`config.mk`:
```
export PLATFORM = sky130hd
export DESIGN_NAME = sync_fifo_flags
export DESIGN_NICKNAME = d
export VERILOG_FILES = /design/src/rtl/sync_fifo_flags.sv
export SDC_FILE = /design/constraint.sdc
export NUM_CORES = 1
export LEC_CHECK = 0
export CORE_UTILIZATION = 59
export DETAILED_ROUTE_END_ITERATION = 6
export HOLD_SLACK_MARGIN = 0.05
export PLACE_DENSITY = 0.88
export SETUP_SLACK_MARGIN = 0.5
export SYNTH_ARGS = -nofsm -noshare
export SYNTH_HDL_FRONTEND = slang
export SYNTH_SLANG_ARGS = --single-unit
```
`constraint.sdc`:
```
create_clock -name clk -period 3.3 [get_ports clk]
set_input_delay 0.66 -clock clk [delete_from_list [all_inputs] [get_ports clk]]
set_output_delay 0.66 -clock clk [all_outputs]
set_load 0.02 [all_outputs]
```
`src/rtl/sync_fifo_flags.sv`:
```
// rtl/sync_fifo_flags.sv - single-clock FIFO with occupancy, threshold flags, sticky errors and optional FWFT read
module sync_fifo_flags #(
    parameter int DATA_WIDTH    = 8,
    parameter int DEPTH         = 16,
    parameter int PTR_WIDTH     = 4,
    parameter int AFULL_THRESH  = 12,
    parameter int AEMPTY_THRESH = 2,
    parameter int FWFT          = 0
) (
    input  logic                  clk,
    input  logic                  rst_n,
    input  logic                  w_en,
    input  logic [DATA_WIDTH-1:0] data_in,
    input  logic                  r_en,
    input  logic                  clr_err,
    output logic [DATA_WIDTH-1:0] data_out,
    output logic                  full,
    output logic                  empty,
    output logic                  almost_full,
    output logic                  almost_empty,
    output logic [PTR_WIDTH:0]    count,
    output logic                  overflow,
    output logic                  underflow
);

    localparam logic [PTR_WIDTH:0] AF_T = (PTR_WIDTH+1)'(AFULL_THRESH);
    localparam logic [PTR_WIDTH:0] AE_T = (PTR_WIDTH+1)'(AEMPTY_THRESH);

    logic [DATA_WIDTH-1:0] mem [DEPTH];
    logic [PTR_WIDTH:0]    wptr_q, wptr_d;
    logic [PTR_WIDTH:0]    rptr_q, rptr_d;
    logic                  ovf_q, ovf_d;
    logic                  unf_q, unf_d;
    logic                  wr_acc, rd_acc;

    // Flags come only from registered pointers, never from the request inputs.
    assign count        = wptr_q - rptr_q;
    assign empty        = (wptr_q == rptr_q);
    assign full         = (wptr_q[PTR_WIDTH] != rptr_q[PTR_WIDTH]) &&
                          (wptr_q[PTR_WIDTH-1:0] == rptr_q[PTR_WIDTH-1:0]);
    assign almost_full  = (count >= AF_T);
    assign almost_empty = (count <= AE_T);
    assign overflow     = ovf_q;
    assign underflow    = unf_q;

    assign wr_acc = w_en && !full;
    assign rd_acc = r_en && !empty;

    always_comb begin
        wptr_d = wptr_q + {{PTR_WIDTH{1'b0}}, wr_acc};
        rptr_d = rptr_q + {{PTR_WIDTH{1'b0}}, rd_acc};
        ovf_d  = clr_err ? 1'b0 : ovf_q;
        unf_d  = clr_err ? 1'b0 : unf_q;
        // A new error in the same cycle as clr_err must survive the clear.
        if (w_en && full) begin
            ovf_d = 1'b1;
        end
        if (r_en && empty) begin
            unf_d = 1'b1;
        end
    end

    always_ff @(posedge clk or negedge rst_n) begin
        if (!rst_n) begin
            wptr_q <= '0;
            rptr_q <= '0;
            ovf_q  <= 1'b0;
            unf_q  <= 1'b0;
        end else begin
            wptr_q <= wptr_d;
            rptr_q <= rptr_d;
            ovf_q  <= ovf_d;
            unf_q  <= unf_d;
        end
    end

    always_ff @(posedge clk) begin
        if (wr_acc) begin
            mem[wptr_q[PTR_WIDTH-1:0]] <= data_in;
        end
    end

    generate
        if (FWFT != 0) begin : g_fwft
            assign data_out = empty ? '0 : mem[rptr_q[PTR_WIDTH-1:0]];
        end else begin : g_std
            logic [DATA_WIDTH-1:0] dout_q;

            always_ff @(posedge clk or negedge rst_n) begin
                if (!rst_n) begin
                    dout_q <= '0;
                end else if (rd_acc) begin
                    dout_q <= mem[rptr_q[PTR_WIDTH-1:0]];
                end
            end

            assign data_out = dout_q;
        end
    endgenerate

endmodule

```
; Yosys cells after proc, flatten, opt, wreduce, memory -nomap -nowiden
; Memory sizes are Yosys's and may differ from the RTL's. A register that Yosys moved wholly into a read port is not among the register bits.
; Cells that the tools add are included.
[totals]
inputBits = 13
mem_bits_rw = 128
latchBits = 0
out_inout_bits = 19
regBits = 12
romBits = 0
n_memories = 1
[mem_list]
columns = memory, depth, word_bits, read_ports, rd_clocked_by_memory_dff, write_ports, line_no
row1 = mem, 16, 8, 1, 1, 1, 29  ; logic [DATA_WIDTH-1:0] mem [DEPTH];
[classes]
n_eq_ne = 3
bitwise = 0
div = 0
multipliers = 0
n_shift = 0
muxes = 5
add_sub_neg = 3
order_cmp = 2
reduce_logical = 10
[op_table]
columns = operator, count
row1 = $add 5x1->5, 2
row2 = $eq 5x5->1, 1
row3 = $ge 5x4->1 const B, 1
row4 = $le 5x2->1 const B, 1
row5 = $logic_and 1x1->1, 5
row6 = $mux 1, 5
row7 = $sub 5x5->5, 1
row8 = $eq 4x4->1, 1
row9 = $reduce_bool 2->1, 2
row10 = $logic_not 1->1, 3
row11 = $ne 1x1->1, 1

; Logic depth before layout (Yosys ltp)
[logic_depth]
depth_word = 6
mapped_depth = 12

; Least setup slack after synthesis
; Ideal clock, no wire load.
[synth_path]
kind = register -> output
startpoint = reg wptr_q[0]
endpoint = out almost_empty
t_arrival_ns = 2.619
stages_incl_launch_ff = 9
setup_slack_ns = 0.021
t_required_ns = 2.640
cell_sequence = dfrtp_1 > inv_1 > ha_1 > fa_1 > inv_1 > a21o_1 > a21oi_1 > xor2_1 > a2111oi_0
[synth_between]
elab_chain_len = 2
[synth_lines]
columns = element, line_no
row1 = "start, declared", 30  ; logic [PTR_WIDTH:0] wptr_q, wptr_d;
row2 = "start signal, assigned", 70  ; wptr_q <= wptr_d;
row3 = $sub 5x5->5, 37  ; assign count = wptr_q - rptr_q;
row4 = net count[4], 21  ; output logic [PTR_WIDTH:0] count,
row5 = $le 5x2->1, 42  ; assign almost_empty = (count <= AE_T);
row6 = "end, declared", 20  ; output logic almost_empty,
; The timed path passes the listed nets, and every way through them passes these cells.

; Worst setup path in the final report
[layout_path]
startpoint = reg wptr_q[0]
endpoint = out almost_empty
[layout_between]
elab_chain_len = 2
[layout_lines]
columns = element, line_no
row1 = $sub 5x5->5, 37
row2 = $le 5x2->1, 42
; Every way passes these cells.

==> flow_metrics.py <==
metrics = {
    "drt": {
        "via_count": 3414,
        "remaining_drc_errors": 0,
        "routed_wl_mm": 13.7,
        "wl_per_cell_um": 25.9,
        "via_per_inst": 6.44,
        "drt_pass1_iterations": 5,
        "postRouteAntennaNets": 0,
        "drtIter0Drc": 425,
    },
    "power_and_ir_drop": {
        "p_total_w": 0.00727,
        "p_clk_share_pct": 27.3,
        "p_leak_nw": 2.53,
        "p_int_w": 0.00475,
        "switching_share_pct": 34.7,
        "powerDensity_mw_per_mm2": 1020,
        "combPwrFrac_pct": 38.8,
        "vdd_ir_drop_max_mv": 0.757,
        "p_sw_w": 0.00252,
        "seqPwrFrac_pct": 33.9,
    },
    "timing": {
        "setup_viol": 0,
        "maxSlewViolCount": 0,
        "setup_ws_ns": 0.249,
        "min_period_ns": 3.05,
        "final.setup.tns_ns": 0,
        "slew_headroom_pct": 38.8,
        "hold_viol": 0,
        "finalClockSkew_ns": 0.0115,
        "max_slew.worst_pin.slew_ns": 0.915,
        "fin_crit_sh_pct": 92.5,
        "timing.hold.ws_ns": 0.502,
        "fmax_mhz": 328,
        "rsz0062_at_grt": "yes",
    },
    "global_routing": {
        "grt.met3_usage_pct": 7.25,
        "grt_max_degree": 35,
        "met2_usage_pct": 46.5,
        "gr-total-overflow": 0,
        "grt_pass1_vias": 3536,
        "grtUsageMet1_pct": 33.3,
        "antenna_found_initial": 0,
        "grt_pass1_wl_mm": 19.9,
        "grt-busiest-layer": "met2",
        "grt_usage_pct": 28.2,
    },
    "worst_setup_path": {
        "crit_fanout": 3,
        "crit_path_end_kind": "output port",
        "start_kind": "register",
        "critPathArrivalTime_ns": 2.39,
        "crit_type": "register to output port",
        "crit_required_ns": 2.64,
    },
    "floorplan": {
        "fp.coreArea_mm2": 0.00973,
        "die-area_mm2": 0.0104,
        "floorplan.initialDensity_pct": 60.6,
        "rows": 36,
        "design.portCount": 32,
        "die_w_um": 102,
        "dieHeight_um": 102,
    },
    "final_layout": {
        "area_growth_syn_to_layout_pct": 21.1,
        "layout-drive-gt1-share_pct": 27.2,
        "final_common_cell": "edfxtp_1",
        "fillers": 516,
        "final_area_mm2": 0.00714,
        "layout.nets": 406,
        "antennaDiodeCount": 0,
        "final_cell_mix": "128 x edfxtp_1, 31 x nand2_1, 31 x buf_4, 29 x mux4_2, 23 x clkdlybuf4s50_1",
    },
    "synthesis": {
        "synth.yosys.warnings": 0,
        "netlist_area_mm2": 0.00589,
        "ys_types": 32,
        "synth_seq_area_share_pct": 73.7,
        "synth.ff_latch_count": 148,
        "synthCells": 317,
        "syn_nets": 339,
        "synth_area_per_cell_um2": 18.6,
    },
    "clock_network": {
        "holdBufCountCts": 0,
        "path_clk_slew_ns": 0.06,
        "clockBufferDepth": 2,
        "cts_root_buf": "clkbuf_8",
        "cts_sinks": 148,
        "insertion_delay_ns": 0.52,
        "cts_buffers": 17,
        "h-tree-depth": 4,
        "cts_tree": "done",
    },
    "run": {
        "cap_violations": 0,
    },
    "placed_design": {
        "place_congestion": 0.873,
        "dpl.hpwl_mm": 7.73,
        "dp_slack_ns": 0.136,
        "port_buffers": 31,
        "post_dp_cell_area_mm2": 0.00644,
    },
    "hold_path": {
        "hp-class": "register to register",
    },
    "outcome": {
        "status": "finished clean",
    },
}
## through the flow
step | instances | utilization (%)
global route | 530 | 73.4
global placement | 490 | 66.2
finish | 530 | 73.4
detailed placement | 490 | 66.2
CTS | 528 | 73.2
floorplan | 317 | -
## metal layers
metal  routed length, um  part of all wire (%)
met1                4870                    35
met2                6900                    50
met4                 579                   4.2
met3                1370                    10
met5                   0                     0
## kinds of logic after synthesis
group | after synthesis | synth area share, %
adder cells (fa/ha/maj) | 9 | 2.04
flip-flops | 148 | 73.7
buffers and inverters | 24 | 2.53
AO/OA/AOI/OAI | 33 | 3.38
AND/OR/NAND/NOR | 61 | 4.44
multiplexers | 32 | 12.4
XOR/XNOR | 10 | 1.49
## timing repair
item / in CTS / in global routing
pin swaps: 5 / 0
buffers inserted: 6 / 2
resized for setup: 34 / 2
endpoints found under the setup margin: 8 / 6
## worst max-delay path, stage by stage, from the launching register on
cell and delay (ns):
dfrtp_1 0.40, inv_2 0.06, ha_4 0.16, fa_2 0.39, inv_2 0.07, a21o_1 0.12
a21oi_2 0.07, xor2_2 0.16, a2111oi_2 0.23, buf_4 0.20
## state kept, by name (all words and copies together) (netlist names)
register   count
underflow      1
wptr_q         5
mem          128
overflow       1
data_out       8
rptr_q         5
## worst paths after layout
check,start,to,slack [ns],cells past startpoint
max in group asynchronous,rst_n,wptr_q[3],2.03,1
min in group asynchronous,rst_n,data_out[0],0.65,1
hold reg to reg,rptr_q[4],rptr_q[4],0.50,1
hold / removal,rptr_q[4],rptr_q[4],0.50,1
setup reg to reg,rptr_q[2],mem[7][4],0.86,8
setup / recovery,wptr_q[0],almost_empty,0.25,9
## power groups by stage
stage,Sequential (W),Combinational [W],Clock [W]
after global routing,0.00248,0.00297,0.00207
after CTS,0.00246,0.00271,0.00199
after global placement,0.00249,0.00251,0
after floorplan,0.00253,0.00169,0
final,0.00246,0.00282,0.00198
after detailed placement,0.00252,0.00260,0
## cell usage after synthesis
cell type	number	area share (%)
a2111oi_0	1	0.15
a21o_1	3	0.38
a21oi_1	10	0.85
and2b_1	1	0.13
buf_12	1	0.34
buf_2	4	0.34
buf_4	1	0.13
buf_6	3	0.57
buf_8	1	0.25
clkbuf_1	3	0.19
clkinv_1	1	0.064
dfrtp_1	20	8.5
edfxtp_1	128	65
fa_1	1	0.34
ha_1	8	1.7
inv_1	10	0.64
mux4_1	3	1.3
mux4_2	29	11
nand2_1	31	2.0
nand2_2	1	0.11
nand2b_1	2	0.21
nand3_1	6	0.51
nand4_1	1	0.11
nor2_1	13	0.83
nor2b_1	1	0.11
nor3_1	4	0.34
nor3b_1	1	0.13
o21a_1	1	0.13
o21ai_0	2	0.17
o22ai_1	16	1.7
xnor2_1	6	0.89
xor2_1	4	0.59
## area by class of cell
type                            count  area, um2  area share (%)
Clock inverter                     10        114            1.59
Clock buffer                       22        507            7.10
Sequential cell                   148       4350            60.9
Inverter                           11       41.3           0.578
Tap cell                          133        166            2.33
Timing Repair Buffer               61        522            7.31
Multi-Input combinational cell    145       1440            20.2
(Power assumes the default switching activity.)
